==> config.mk <==
export PLATFORM = sky130hd
export DESIGN_NAME = mips_main_control
export DESIGN_NICKNAME = d
export VERILOG_FILES = /design/src/rtl/mips_main_control_pkg.sv /design/src/rtl/main_ctrl_decode.sv /design/src/rtl/mips_main_control.sv
export SDC_FILE = /design/constraint.sdc
export NUM_CORES = 1
export LEC_CHECK = 0
export BUFFER_PORTS_ARGS = -buffer_cell sky130_fd_sc_hd__clkbuf_2
export CAP_MARGIN = 40
export CORE_MARGIN = 2
export CORE_UTILIZATION = 44
export DETAILED_ROUTE_END_ITERATION = 12
export GPL_ROUTABILITY_DRIVEN = 1
export PLACE_DENSITY = 0.8
export SKIP_CTS_REPAIR_TIMING = 1
export SKIP_LAST_GASP = 1
export SYNTH_ARGS = -nofsm -noshare
export SYNTH_HDL_FRONTEND = slang
export SYNTH_HIERARCHICAL = 1
export SYNTH_SLANG_ARGS = --single-unit
==> constraint.sdc <==
create_clock -name clk -period 1.57 [get_ports clk]
set_input_delay 0.314 -clock clk [delete_from_list [all_inputs] [get_ports clk]]
set_output_delay 0.314 -clock clk [all_outputs]
set_load 0.05 [all_outputs]
==> src/rtl/mips_main_control_pkg.sv <==
// Shared types for the multicycle MIPS main control unit.
// State encodings, opcode/funct constants and the control word bundle.
package mips_main_control_pkg;

  typedef enum logic [3:0] {
    S_RESET   = 4'd0,
    S_FETCH   = 4'd1,
    S_DECODE  = 4'd2,
    S_MEMADR  = 4'd3,
    S_MEMRD   = 4'd4,
    S_MEMWB   = 4'd5,
    S_MEMWR   = 4'd6,
    S_RTYPEEX = 4'd7,
    S_RTYPEWB = 4'd8,
    S_BEQEX   = 4'd9,
    S_ADDIEX  = 4'd10,
    S_ADDIWB  = 4'd11,
    S_JEX     = 4'd12,
    S_JREX    = 4'd13,
    S_BNEEX   = 4'd14
  } state_t;

  localparam logic [5:0] OP_RTYPE = 6'b000000;
  localparam logic [5:0] OP_LW    = 6'b100011;
  localparam logic [5:0] OP_SW    = 6'b101011;
  localparam logic [5:0] OP_BEQ   = 6'b000100;
  localparam logic [5:0] OP_BNE   = 6'b000101;
  localparam logic [5:0] OP_ADDI  = 6'b001000;
  localparam logic [5:0] OP_J     = 6'b000010;
  localparam logic [5:0] FN_JR    = 6'b001000;

  localparam logic [1:0] SRCB_B    = 2'b00;
  localparam logic [1:0] SRCB_4    = 2'b01;
  localparam logic [1:0] SRCB_IMM  = 2'b10;
  localparam logic [1:0] SRCB_IMM4 = 2'b11;

  localparam logic [1:0] ALU_ADD   = 2'b00;
  localparam logic [1:0] ALU_SUB   = 2'b01;
  localparam logic [1:0] ALU_FN    = 2'b10;

  localparam logic [1:0] PC_ALU    = 2'b00;
  localparam logic [1:0] PC_OUT    = 2'b01;
  localparam logic [1:0] PC_JMP    = 2'b10;

  typedef struct packed {
    logic       iord;
    logic       memwrite;
    logic       irwrite;
    logic       regdst;
    logic       memtoreg;
    logic       regwrite;
    logic       alusrca;
    logic [1:0] alusrcb;
    logic [1:0] aluop;
    logic [1:0] pcsrc;
    logic       pcwrite;
    logic       branch;
    logic       instrdone;
    logic       illegalop;
  } ctrl_t;

  function automatic state_t decode_next(
    input logic [5:0] op,
    input logic [5:0] funct
  );
    state_t ns;
    ns = S_FETCH;
    unique case (1'b1)
      (op == OP_LW),
      (op == OP_SW):    ns = S_MEMADR;
      (op == OP_RTYPE): ns = (funct == FN_JR) ? S_JREX : S_RTYPEEX;
      (op == OP_BEQ):   ns = S_BEQEX;
      (op == OP_ADDI):  ns = S_ADDIEX;
      (op == OP_J):     ns = S_JEX;
`ifdef MIPS_CTRL_BNE_EN
      (op == OP_BNE):   ns = S_BNEEX;
`endif
      default:          ns = S_FETCH;
    endcase
    return ns;
  endfunction

endpackage

==> src/rtl/main_ctrl_decode.sv <==
// Combinational state-to-control-word decode for mips_main_control.
// Only DECODE looks at an input (illegal), to flag unsupported opcodes.
module main_ctrl_decode
  import mips_main_control_pkg::*;
(
  input  state_t state,
  input  logic   illegal,
  output ctrl_t  ctrl
);

  always_comb begin
    ctrl = '0;
    unique case (state)
      S_FETCH: begin
        ctrl.irwrite = 1'b1;
        ctrl.alusrcb = SRCB_4;
        ctrl.pcwrite = 1'b1;
      end
      S_DECODE: begin
        ctrl.alusrcb   = SRCB_IMM4;
        ctrl.illegalop = illegal;
        ctrl.instrdone = illegal;
      end
      S_MEMADR, S_ADDIEX: begin
        ctrl.alusrca = 1'b1;
        ctrl.alusrcb = SRCB_IMM;
      end
      S_MEMRD: begin
        ctrl.iord = 1'b1;
      end
      S_MEMWB: begin
        ctrl.memtoreg  = 1'b1;
        ctrl.regwrite  = 1'b1;
        ctrl.instrdone = 1'b1;
      end
      S_MEMWR: begin
        ctrl.iord      = 1'b1;
        ctrl.memwrite  = 1'b1;
        ctrl.instrdone = 1'b1;
      end
      S_RTYPEEX: begin
        ctrl.alusrca = 1'b1;
        ctrl.aluop   = ALU_FN;
      end
      S_RTYPEWB: begin
        ctrl.regdst    = 1'b1;
        ctrl.regwrite  = 1'b1;
        ctrl.instrdone = 1'b1;
      end
      S_BEQEX, S_BNEEX: begin
        ctrl.alusrca   = 1'b1;
        ctrl.aluop     = ALU_SUB;
        ctrl.pcsrc     = PC_OUT;
        ctrl.branch    = 1'b1;
        ctrl.instrdone = 1'b1;
      end
      S_ADDIWB: begin
        ctrl.regwrite  = 1'b1;
        ctrl.instrdone = 1'b1;
      end
      S_JEX: begin
        ctrl.pcsrc     = PC_JMP;
        ctrl.pcwrite   = 1'b1;
        ctrl.instrdone = 1'b1;
      end
      S_JREX: begin
        ctrl.alusrca   = 1'b1;
        ctrl.aluop     = ALU_FN;
        ctrl.pcsrc     = PC_ALU;
        ctrl.pcwrite   = 1'b1;
        ctrl.instrdone = 1'b1;
      end
      default: ctrl = '0;
    endcase
  end

endmodule

==> src/rtl/mips_main_control.sv <==
// Multicycle MIPS main control FSM: state register, next state, PCEn.
// Optional bne support is enabled by defining MIPS_CTRL_BNE_EN.
module mips_main_control
  import mips_main_control_pkg::*;
(
  input  logic       clk,
  input  logic       rst,
  input  logic [5:0] Op,
  input  logic [5:0] Funct,
  input  logic       Zero,
  output logic       IorD,
  output logic       MemWrite,
  output logic       IRWrite,
  output logic       RegDst,
  output logic       MemtoReg,
  output logic       RegWrite,
  output logic       ALUSrcA,
  output logic [1:0] ALUSrcB,
  output logic [1:0] ALUOp,
  output logic [1:0] PCSrc,
  output logic       PCEn,
  output logic       InstrDone,
  output logic       IllegalOp
);

  state_t state;
  state_t state_nx;
  state_t dec_nx;
  ctrl_t  ctrl;
  logic   illegal;
  logic   taken;

  assign dec_nx  = decode_next(Op, Funct);
  assign illegal = (dec_nx == S_FETCH);

  always_comb begin
    state_nx = S_FETCH;
    unique case (state)
      S_RESET:   state_nx = S_FETCH;
      S_FETCH:   state_nx = S_DECODE;
      S_DECODE:  state_nx = dec_nx;
      S_MEMADR:  state_nx = (Op == OP_SW) ? S_MEMWR : S_MEMRD;
      S_MEMRD:   state_nx = S_MEMWB;
      S_RTYPEEX: state_nx = S_RTYPEWB;
      S_ADDIEX:  state_nx = S_ADDIWB;
      default:   state_nx = S_FETCH;
    endcase
  end

  always_ff @(posedge clk or negedge rst) begin
    if (!rst) state <= S_RESET;
    else      state <= state_nx;
  end

  main_ctrl_decode u_dec (
    .state   (state),
    .illegal (illegal),
    .ctrl    (ctrl)
  );

`ifdef MIPS_CTRL_BNE_EN
  assign taken = (state == S_BNEEX) ? ~Zero : Zero;
`else
  assign taken = Zero;
`endif

  assign PCEn      = ctrl.pcwrite | (ctrl.branch & taken);
  assign IorD      = ctrl.iord;
  assign MemWrite  = ctrl.memwrite;
  assign IRWrite   = ctrl.irwrite;
  assign RegDst    = ctrl.regdst;
  assign MemtoReg  = ctrl.memtoreg;
  assign RegWrite  = ctrl.regwrite;
  assign ALUSrcA   = ctrl.alusrca;
  assign ALUSrcB   = ctrl.alusrcb;
  assign ALUOp     = ctrl.aluop;
  assign PCSrc     = ctrl.pcsrc;
  assign InstrDone = ctrl.instrdone;
  assign IllegalOp = ctrl.illegalop;

endmodule

# Word level (Yosys, flattened, before mapping)
# Cells that the tools add are included.
[totals]
ff_bits = 4
input_bits = 15
output_inout_bits = 16
[op_classes]
eq_ne = 21
n_mux = 18
bitwise = 2
n_reduce_logical = 10
[op_table]
columns = ["cell", "count"]
rows = [
  ["equality test 4 bit, second input constant", 7],
  ["case mux 4 bit (6 select lines)", 1],
  ["case mux 4 bit (5 select lines)", 1],
  ["equality test 4 x 3 -> 1 bit, second input constant", 4],
  ["equality test 6 x 4 -> 1 bit, second input constant", 2],
  ["equality test 6 bit, second input constant", 2],
  ["2-to-1 mux 1 bit", 10],
  ["OR reduction 2 bit", 5],
  ["equality test 4 x 1 -> 1 bit, second input constant", 2],
  ["equality test 4 x 2 -> 1 bit, second input constant", 2],
  ["case mux 2 bit (2 select lines)", 2],
  ["OR reduction 8 bit", 1],
  ["equality test 6 x 2 -> 1 bit, second input constant", 1],
  ["equality test 6 x 3 -> 1 bit, second input constant", 1],
  ["logical NOT 6 bit", 1],
  ["case mux 2 bit (3 select lines)", 1],
  ["OR reduction 3 bit", 2],
  ["OR reduction 6 bit", 1],
  ["2-to-1 mux 4 bit", 1],
  ["2-to-1 mux 2 bit", 1],
  ["case mux 1 bit (2 select lines)", 1],
  ["bitwise AND 1 bit", 1],
  ["bitwise OR 1 bit", 1],
]

# Longest topological paths before layout
# Gate-level depths: netlist of the first run.
[depth]
ltp_word = 5
ltp_mapped = 5
depth_no_buf = 5

# Cells and area by module
# The synthesis of the first run kept the hierarchy.
[modules_own_cells]
columns = ["mod", "instances", "cells_per_inst", "area_per_inst_um2", "seq_area_each_um2"]
rows = [
  ["mips_main_control", 1, 44, 347.8, 100.1],
  ["main_ctrl_decode", 1, 37, 254.0, 0.0],
]

# Worst setup path after synthesis of the first run
# No wires, ideal clock.
[synth_timing]
path_kind = "register -> output"
startpoint = "register state[2]"
endpoint = "output RegDst"
arrival_ns = 2.300
slack_ns = -1.044
stages_incl_launch_ff = 3
n_path_buf = 1
path_cell_list = "dfrtp_1 -> buf_2 -> nor4b_1"
[synth_via]
elab_chain_len = 2
[synth_lines]
columns = ["element", "line_no", "text"]
rows = [
  ["from (decl)", "mips_main_control.sv:26", "state_t state;"],
  ["from (signal assigned)", "mips_main_control.sv:52", "else state <= state_nx;"],
  ["equality test 4 bit", "main_ctrl_decode.sv:13", "unique case (state)"],
  ["2-to-1 mux 1 bit", "main_ctrl_decode.sv:13", ""],
  ["to (decl)", "mips_main_control.sv:14", "output logic RegDst,"],
]
# No other way between the ends.

# Final worst setup path of the first run
[layout_timing]
startpoint = "register state[0]"
endpoint = "output InstrDone"
[layout_via]
elab_chain_len = 3
[layout_lines]
columns = ["element", "line_no", "text"]
rows = [
  ["equality test 4 x 3 -> 1 bit / equality test 4 bit (equally long branches)", "main_ctrl_decode.sv:13", ""],
  ["OR reduction 8 bit (no source line)", "-", ""],
  ["case mux 1 bit (2 select lines) (*)", "main_ctrl_decode.sv:13", ""],
  ["to (decl)", "mips_main_control.sv:22", "output logic InstrDone,"],
]
# Mark *: on every way between the ends. The rest lies on a longest branch, timed or not.

==> qor.yml, run 1 <==
outcome:
  outcome: "finished with violations"
  failed_checks: "negative setup slack"
critical_path:
  worst-path-buf-inv: 2
  max_stage_delay_ns: 0.42
  required_ns: 1.26
  cp_cell_sequence: "buf_6, nand3b_1, o211ai_1, buf_4"
  crit_family: "flip-flops"
  cp-end-kind: "output pin"
  r2r_setup_slack_ns: 0.13
  cp-start-kind: "flop"
  slowest_stage: "dfrtp_2"
  path_class: "reg -> out"
  worstPathMaxFanout: 7
  critPathArrivalTime_ns: 1.47
yosys:
  syn_nets: 96
  ys_types: 33
  ys_ff_latch: 4
  async_flop_share: 1.00
  syn_avg_cell_area_um2: 7.43
  yosysSeqAreaShare: 0.166
  syn_inst: 81
  yosysWarnings: 6
  synth_edf_count: 0
  netlist_area_um2: 602
  synth_flop_cell: "dfrtp_1"
sta:
  worstMarginPinSlew_ns: 0.434
  final.setup.worst_slack_ns: -0.209
  drv_slew: 0
  finalHoldViolCount: 0
  report.final.setup_viol: 15
  finClkSkew_ns: 0.0129
  timing.fmax_mhz: 562
  layout_min_cycle_time_ns: 1.78
  fin_crit_sh: 1.13
  relSlewSlack: 0.708
  rsz0062_at_grt: "true"
clock_network:
  htreeDepth: 1
  clk_pin_slew_ns: 0.05
  cts_tree: "built"
  cts_root_buf: "clkbuf_4"
  clockBufferDepth: 2
  cts_buffers: 3
  insertion_delay_ns: 0.25
  cts.sinks: 4
route:
  wire_per_inst_um: 16.3
  vias: 802
  wl_mm: 2.39
  ant_nets: 0
  dr.pass1.iters: 4
  drtIter0Drc: 9
  drc: 0
  vias_per_cell: 5.46
layout:
  final_core_util: 0.917
  drive_above_1_share: 0.629
  area_growth_pct: 95.8
  largest_register_ffs: 4
  nFillCells: 55
  regArea_um2: 104
  nets: 148
  antenna_cells: 0
  multi_input_comb_area_um2: 554
  top_register: "state"
  reg_top3: "state: 4 flops"
die:
  die_y_um: 41.0
  fp-row-count: 13
  die_area_mm2: 0.00168
  start_util: 0.468
  io_pins: 31
  core_area_mm2: 0.00128
  fp.dieW_um: 41.0
global_routing:
  antenna_found_initial: 0
  grt_pass1_wl_mm: 2.52
  grt_pass1_vias: 632
  grt-ovfl-total: 0
  track_usage: 0.232
  grt_max_degree: 14
power_and_ir_drop:
  vdd_drop_max_v: 0.00148
  p_leak_nw: 0.531
  finalPower_mw: 2.53
  power_density_mw_per_mm2: 2150
min_path:
  hp-class: "in -> async"
placed_design:
  io_buffers: 30
  place_ws_ns: -0.162
  dpl.hpwl_mm: 1.38
  globalplace.congestion: 0.865
run:
  maxCapViolCount: 0
## layout make-up
cell class                 instances  share of cell area
multi-input combinational         66               0.470
timing repair buffer              54               0.391
sequential                         4              0.0881
clock buffer                       4              0.0223
tap                               15              0.0159
inverter                           4              0.0127
## per-layer routing
| metal | up-vias | GRT usage | routed length, um |
|---|---|---|---|
| met4 | 0 | 0.158 | 68 |
| met1 | 373 | 0.272 | 933 |
| met5 | - | 0 | 0 |
| li1 | 395 | - | - |
| met2 | 26 | 0.395 | 1300 |
| met3 | 8 | 0.0163 | 90 |
## final timing paths
check / startpoint / end / cells after the start
min reg2reg: state[2] / state[2] / 3
min: rst / state[3] / 2
min in group clk: Funct[0] / state[1] / 5
max reg2reg: state[0] / state[1] / 6
max in group asynchronous: rst / state[0] / 2
max: state[0] / InstrDone / 4
## layout by cell type (no fill, tap or decap), types with 5 or more instances in the layout
cell	Yosys	final
clkbuf_2	0	14
nand2_1	10	9
buf_4	2	19
a21oi_1	6	5
nor2_1	8	6
buf_6	2	18
o21ai_0	6	5
## logic make-up after synthesis
group	count (synthesis)	share of synthesized area
AO/OA/AOI/OAI	22	0.233
flip-flops	4	0.166
multiplexers	1	0.0166
AND/OR/NAND/NOR	40	0.397
XOR/XNOR	3	0.0749
buffers and inverters	11	0.112
## worst register-to-register path: cells and delay by family (launching register included)
family	cells	cell delay, ns
flip-flops	1	0.42
AND/OR/NAND/NOR	2	0.38
buffers and inverters	2	0.33
AO/OA/AOI/OAI	2	0.19
## power by group
part           leakage, nW  switching (mW)  internal [mW]
registers           0.0471          0.0676          0.152
clock network       0.0150          0.0516         0.0959
logic                0.469            1.29          0.876
## per-stage QoR
step / area [um2] / TNS (ns) / hold WS [ns] / std cells
2_1_floorplan: 703 / -1.97 / 0.0184 / 81
3_3_place_gp: 972 / -0.249 / 0.119 / 139
3_5_place_dp: 972 / -0.455 / 0.121 / 139
4_1_cts: 998 / -3.81 / -0.147 / 143
5_1_grt: 1180 / -2.42 / 0.402 / 147
6_report: 1180 / -1.62 / 0.403 / 147
## Yosys cell counts, types with 2 or more instances
| library cell | instances | share of area |
|---|---|---|
| a21oi_1 | 6 | 0.050 |
| dfrtp_1 | 4 | 0.17 |
| nand3b_1 | 2 | 0.025 |
| buf_6 | 2 | 0.037 |
| o21ai_0 | 6 | 0.050 |
| nand2_1 | 10 | 0.062 |
| inv_1 | 4 | 0.025 |
| nor2_1 | 8 | 0.050 |
| buf_2 | 3 | 0.025 |
| buf_4 | 2 | 0.025 |
| nor4_2 | 2 | 0.042 |
| nor2b_1 | 3 | 0.031 |
| nor4b_1 | 2 | 0.029 |
| xor2_1 | 2 | 0.029 |
| a21o_1 | 3 | 0.037 |
| nand2b_1 | 2 | 0.021 |
| nor3_1 | 4 | 0.033 |
Power figures use the tool's default switching activity.
==> run 2: changes to the inputs <==
==> constraint.sdc (replaced) <==
create_clock -name clk -period 1.7 [get_ports clk]
set_input_delay 0.34 -clock clk [delete_from_list [all_inputs] [get_ports clk]]
set_output_delay 0.34 -clock clk [all_outputs]
set_load 0.05 [all_outputs]
==> run 2 against run 1 <==
The run still ends with negative setup slack left. Register-to-register slack better by 0.14 ns. Critical path depth stayed put. Via count is 6.2% lower. Largest cell class unchanged. Wire length is 18% lower. Clock power is 22% lower. First-iteration DRC count is 78% higher. Sequential cell count stayed put. Sequential share of layout area is 1.1 points higher. Die area stayed put. Final cell count is 6.1% lower.
==> qor.yml, run 2 (synthesis gave the netlist of run 1 again) <==
sta:
  finalHoldViolCount: 0  # unchanged
  holdWs_ns: 0.453  # was 0.403 ns
  layout_min_cycle_time_ns: 1.80
  final.setup.worst_slack_ns: -0.101  # was -0.209 ns
  tns_ns: -0.323  # was -1.62 ns
  timing.fmax_mhz: 555
  rsz0062_at_grt: "true"  # unchanged
  fin_crit_sh: 1.06
  finClkSkew_ns: 0.00237  # was 0.0129 ns
  report.final.setup_viol: 7  # was 15
  drv_slew: 0  # unchanged
  relSlewSlack: 0.746  # was 0.708
  worstMarginPinSlew_ns: 0.377  # was 0.434 ns
placed_design:
  io_buffers: 30  # unchanged
  dpl.hpwl_mm: 1.28  # was 1.38 mm
  dpl-instance-area_um2: 920  # was 972 um2
  dpl.cell_count: 133  # was 139
  globalplace.congestion: 0.812  # was 0.865
  place_ws_ns: -0.0537  # was -0.162 ns
critical_path:
  required_ns: 1.36  # was 1.26 ns
  r2r_setup_slack_ns: 0.27  # was 0.13 ns
  crit_family: "buffers and inverters"  # was flip-flops
  timing.rr.end: "state[3]"  # was state[1]
  critPathArrivalTime_ns: 1.46  # was 1.47 ns
  max_stage_delay_ns: 0.42  # about the same
  worst-path-buf-inv: 2  # unchanged
  worstPathMaxFanout: 5  # was 7
  cp-end-kind: "output pin"  # unchanged
  worstRegToRegCells: 5  # was 6
  slowest_stage: "dfrtp_1"  # was dfrtp_2
  path_class: "reg -> out"  # unchanged
  cp_cell_sequence: "inv_1, nand2_1, o22ai_2, clkbuf_4"  # was buf_6, nand3b_1, o211ai_1, buf_4
  cp-start-kind: "flop"  # unchanged
  r2r_start: "state[0]"  # unchanged
outcome:
  failed_checks: "negative setup slack"  # unchanged
  outcome: "finished with violations"  # unchanged
layout:
  nFillCells: 86  # was 55
  fin_area_mm2: 0.00105  # was 0.00118 mm2
  top_register: "state"  # unchanged
  area_growth_pct: 74.0  # was 95.8%
  regArea_um2: 104  # unchanged
  final_common_cell: "buf_4"  # unchanged
  antenna_cells: 0  # unchanged
  layout_common_cells: "buf_4 (18), clkbuf_2 (14), nand2_1 (10)"  # was buf_4 (19), buf_6 (18), clkbuf_2 (14)
  final_core_util: 0.815  # was 0.917
  reg_top3: "state: 4 flops"  # unchanged
  multi_input_comb_area_um2: 520  # was 554 um2
  stdcell_count: 138  # was 147
  largest_register_ffs: 4  # unchanged
  nets: 140  # was 148
  drive_above_1_share: 0.585  # was 0.629
die:
  io_pins: 31  # unchanged
  start_util: 0.468  # unchanged
  fp-row-count: 13  # unchanged
  die_area_mm2: 0.00168  # unchanged
  die_y_um: 41.0  # unchanged
  core_area_mm2: 0.00128  # unchanged
  fp.dieW_um: 41.0  # unchanged
global_routing:
  antenna_found_initial: 0  # unchanged
  grt_max_degree: 14  # unchanged
  track_usage: 0.217  # was 0.232
  grt-ovfl-total: 0  # unchanged
  grt_pass1_wl_mm: 2.40  # was 2.52 mm
  grt_pass1_vias: 603  # was 632
power_and_ir_drop:
  finalPower_mw: 2.14  # was 2.53 mW
  p_clk_frac: 0.054  # was 0.058
  internal_power_mw: 0.940  # was 1.12 mW
  pwr-share-seq: 0.099  # was 0.087
  p_leak_nw: 0.483  # was 0.531 nW
  vdd_drop_max_v: 0.00119  # was 0.00148 V
  power_density_mw_per_mm2: 2050  # was 2150 mW/mm2
  p_sw_mw: 1.20  # was 1.41 mW
  p_comb_frac: 0.847  # was 0.855
  switching_share: 0.562  # was 0.556
route:
  wire_per_inst_um: 14.2  # was 16.3 um
  vias_per_cell: 5.45  # was 5.46
  wl_mm: 1.96  # was 2.39 mm
  drtIter0Drc: 16  # was 9
  drc: 0  # unchanged
  ant_nets: 0  # unchanged
  vias: 752  # was 802
  dr.pass1.iters: 5  # was 4
clock_network:
  insertion_delay_ns: 0.23  # was 0.25 ns
  cts_tree: "built"  # unchanged
  cts.sinks: 4  # unchanged
  cts_root_buf: "clkbuf_4"  # unchanged
  clockBufferDepth: 2  # unchanged
  cts_buffers: 3  # unchanged
  htreeDepth: 1  # unchanged
  clk_pin_slew_ns: 0.04  # was 0.05 ns
min_path:
  hp-class: "in -> async"  # unchanged
run:
  maxCapViolCount: 0  # unchanged
==> run 2: layout make-up <==
cell class / instances / share of cell area
timing repair buffer: 46 / 0.350
tap: 15 / 0.0179
multi-input combinational: 66 / 0.497
clock buffer: 3 / 0.0215
sequential: 4 / 0.0992
inverter: 4 / 0.0143
==> run 2: power groups by stage <==
| stage | Clock (mW) | Sequential (mW) | Combinational, mW |
|---|---|---|---|
| floorplan | 0 | 0.183 | 1.19 |
| global placement | 0 | 0.196 | 1.53 |
| detailed placement | 0 | 0.198 | 1.56 |
| CTS | 0.120 | 0.197 | 1.57 |
| global route | 0.127 | 0.218 | 1.92 |
| finish | 0.116 | 0.212 | 1.82 |
==> run 2: worst max path at each step <==
stage	end	start	cells past startpoint	slack [ns]
6_report	RegWrite	state[1]	4	-0.10
5_1_grt	RegWrite	state[1]	4	-0.19
4_1_cts	PCEn	state[0]	5	-0.25
3_5_place_dp	InstrDone	Op[2]	7	-0.05
3_3_place_gp	InstrDone	Op[2]	7	-0.01
2_1_floorplan	RegDst	state[2]	2	-0.26
==> run 2: per-layer routing <==
layer	up-vias	global-route usage	part of all wire
met5	-	0	0
met4	0	0.0750	0.0076
met3	2	0.0163	0.032
met1	358	0.240	0.39
li1	373	-	-
met2	19	0.422	0.57
==> run 3: changes to the inputs <==
--- a/config.mk
+++ b/config.mk
@@ -5,13 +5,14 @@
 export SDC_FILE = /design/constraint.sdc
 export NUM_CORES = 1
 export LEC_CHECK = 0
+export ABC_AREA = 1
 export BUFFER_PORTS_ARGS = -buffer_cell sky130_fd_sc_hd__clkbuf_2
-export CAP_MARGIN = 40
+export CAP_MARGIN = 20
 export CORE_MARGIN = 2
 export CORE_UTILIZATION = 44
 export DETAILED_ROUTE_END_ITERATION = 12
 export GPL_ROUTABILITY_DRIVEN = 1
-export PLACE_DENSITY = 0.8
+export PLACE_DENSITY = 0.79
 export SKIP_CTS_REPAIR_TIMING = 1
 export SKIP_LAST_GASP = 1
 export SYNTH_ARGS = -nofsm -noshare
==> run 3 against run 2 <==
Sequential share of layout area rose by 0.35 points. Global-route usage decreased by 1.8 points. Critical endpoint is now ALUSrcA. Via count increased by 17%. Total power fell by 12%. Synthesized cell count rose by 44%. Die area grew 2.4%. The run still ends with negative setup slack left. Setup slack improved by 0.065 ns. First-iteration DRC count did not move. Count of clock-buffer cells in the layout did not move. Non-clock buffer count is 3 lower.
==> qor.yml, run 3 <==
outcome:
  outcome: "finished with violations"  # unchanged
  failed_checks: "negative setup slack"  # unchanged
yosys:
  netlist_area_um2: 618  # was 602 um2
  ys_top_cells_by_count: "nand2_1 (31), nor2_1 (24), inv_1 (17), nand3_1 (11)"  # was nand2_1 (10), nor2_1 (8), a21oi_1 (6), o21ai_0 (6)
  synth_area_leaders: "nand2_1 (19%), dfrtp_1 (16%), nor2_1 (15%)"  # was dfrtp_1 (17%), nand2_1 (6.2%), a21oi_1 (5.0%)
  yosysSeqAreaShare: 0.162  # was 0.166
  syn_inst: 117  # was 81
  syn_nets: 132  # was 96
  synth_flop_cell: "dfrtp_1"  # unchanged
  yosysWarnings: 6  # unchanged
  synth.most_common_cell: "nand2_1"  # unchanged
  async_flop_share: 1.00  # unchanged
  ys_ff_latch: 4  # unchanged
  synth_edf_count: 0  # unchanged
  synth_area_leader_cell: "nand2_1"  # was dfrtp_1
  synth_top_area_frac: 0.188  # was 0.166
  syn_avg_cell_area_um2: 5.28  # was 7.43 um2
  ys_types: 20  # was 33
sta:
  final.setup.worst_slack_ns: -0.0366  # was -0.101 ns
  timing.fmax_mhz: 576  # was 555 MHz
  relSlewSlack: 0.818  # was 0.746
  drv_slew: 0  # unchanged
  rsz0062_at_grt: "true"  # unchanged
  finalHoldViolCount: 0  # unchanged
  worstMarginPinSlew_ns: 0.275  # was 0.377 ns
  layout_min_cycle_time_ns: 1.74  # was 1.80 ns
  finClkSkew_ns: 0.00770  # was 0.00237 ns
  fin_crit_sh: 1.02  # was 1.06
  tns_ns: -0.0750  # was -0.323 ns
  report.final.setup_viol: 4  # was 7
critical_path:
  critPathArrivalTime_ns: 1.40  # was 1.46 ns
  worstPathMaxFanout: 4  # was 5
  worstRegToRegCells: 7  # was 5
  timing.rr.end: "state[1]"  # was state[3]
  path_class: "reg -> out"  # unchanged
  cp-start-kind: "flop"  # unchanged
  required_ns: 1.36  # about the same
  r2r_setup_slack_ns: 0.33  # was 0.27 ns
  r2r_start: "state[1]"  # was state[0]
  cp-end-kind: "output pin"  # unchanged
layout:
  largest_register_ffs: 4  # unchanged
  layout_common_cells: "nand2_1 (27), nor2_1 (21), buf_4 (16)"  # was buf_4 (18), clkbuf_2 (14), nand2_1 (10)
  reg_top3: "state: 4 flops"  # unchanged
  final_common_cell: "nand2_1"  # was buf_4
  top_register: "state"  # unchanged
  antenna_cells: 0  # unchanged
  fin_area_mm2: 0.00102  # was 0.00105 mm2
  drive_above_1_share: 0.475  # was 0.585
  area_growth_pct: 65.6  # was 74.0%
  nets: 179  # was 140
route:
  wire_per_inst_um: 10.4  # was 14.2 um
  drc: 0  # unchanged
  wl_met3_um: 80  # was 62 um
  ant_nets: 0  # unchanged
  dr.pass1.iters: 4  # was 5
  vias: 880  # was 752
  top_layer: "met4"  # unchanged
  wl_met1_um: 743  # was 762 um
  wl_mm: 1.84  # was 1.96 mm
  drtIter0Drc: 16  # unchanged
  wl_met2_um: 965  # was 1.12 mm
  vias_per_cell: 4.97  # was 5.45
global_routing:
  antenna_found_initial: 0  # unchanged
  grt-ovfl-total: 0  # unchanged
  track_usage: 0.199  # was 0.217
  grt_pass1_vias: 722  # was 603
  grt_max_degree: 10  # was 14
  grt_pass1_wl_mm: 2.80  # was 2.40 mm
clock_network:
  cts_tree: "built"  # unchanged
  htreeDepth: 1  # unchanged
  cts_buffers: 3  # unchanged
  cts_root_buf: "clkbuf_4"  # unchanged
  clockBufferDepth: 2  # unchanged
  clk_pin_slew_ns: 0.04  # about the same
  cts.sinks: 4  # unchanged
  insertion_delay_ns: 0.23  # about the same
power_and_ir_drop:
  finalPower_mw: 1.89  # was 2.14 mW
  p_leak_nw: 0.659  # was 0.483 nW
  vdd_drop_max_v: 0.000763  # was 0.00119 V
  power_density_mw_per_mm2: 1850  # was 2050 mW/mm2
die:
  start_util: 0.475  # was 0.468
  die_y_um: 41.5  # was 41.0 um
  core_area_mm2: 0.00130  # was 0.00128 mm2
  io_pins: 31  # unchanged
  die_area_mm2: 0.00172  # was 0.00168 mm2
  fp.dieW_um: 41.5  # was 41.0 um
  fp-row-count: 13  # unchanged
placed_design:
  place_ws_ns: -0.0465  # was -0.0537 ns
  dpl.hpwl_mm: 1.35  # was 1.28 mm
  io_buffers: 30  # unchanged
  dpl-instance-area_um2: 832  # was 920 um2
  globalplace.congestion: 0.896  # was 0.812
min_path:
  hp-class: "in -> async"  # unchanged
run:
  maxCapViolCount: 0  # unchanged
==> run 3: worst max-delay path, cell delays in order (launching register included) <==
cell	delay (ns)
dfrtp_2	0.44
buf_6	0.15
nand2_4	0.06
nor2_1	0.04
nor2_1	0.19
nand3b_1	0.12
buf_6	0.17
==> run 3: worst max-delay path by stage <==
| stage | startpoint | to | cells after the start |
|---|---|---|---|
| 2_1_floorplan | state[2] | RegDst | 3 |
| 3_3_place_gp | Op[5] | InstrDone | 10 |
| 3_5_place_dp | Op[5] | InstrDone | 10 |
| 4_1_cts | state[0] | ALUSrcA | 6 |
| 5_1_grt | state[0] | InstrDone | 7 |
| 6_report | state[1] | ALUSrcA | 6 |
==> run 3: power breakdown <==
part / internal, mW / switching (mW)
Combinational: 0.529 / 1.03
Sequential: 0.141 / 0.0761
Clock: 0.0789 / 0.0378
Total: 0.749 / 1.14
==> run 3: final cells by class <==
cell class,instances,area [um2]
clock buffers,3,22.5
fillers,99,278
inverters,22,82.6
multi-input cells,90,490
flip-flops and latches,4,105
well taps,15,18.8
repair buffers,43,304
==> run 3: routing by layer <==
| metal | GRT usage | vias to the layer above |
|---|---|---|
| li1 | - | 457 |
| met1 | 0.242 | 388 |
| met2 | 0.347 | 29 |
| met3 | 0.0391 | 6 |
| met4 | 0.0645 | 0 |
| met5 | 0 | - |
==> run 3: cells by family after synthesis <==
kind of cell	Yosys count	synth area share
AO/OA/AOI/OAI	5	0.0587
buffers and inverters	23	0.146
flip-flops	4	0.162
AND/OR/NAND/NOR	85	0.634
==> run 3: through the flow <==
step | hold slack (ns) | utilization | instances
after floorplan | 0.0444 | - | 117
after global placement | 0.144 | 0.639 | 168
after detailed placement | 0.148 | 0.639 | 168
after CTS | -0.105 | 0.657 | 171
after global routing | 0.471 | 0.787 | 177
final | 0.488 | 0.787 | 177
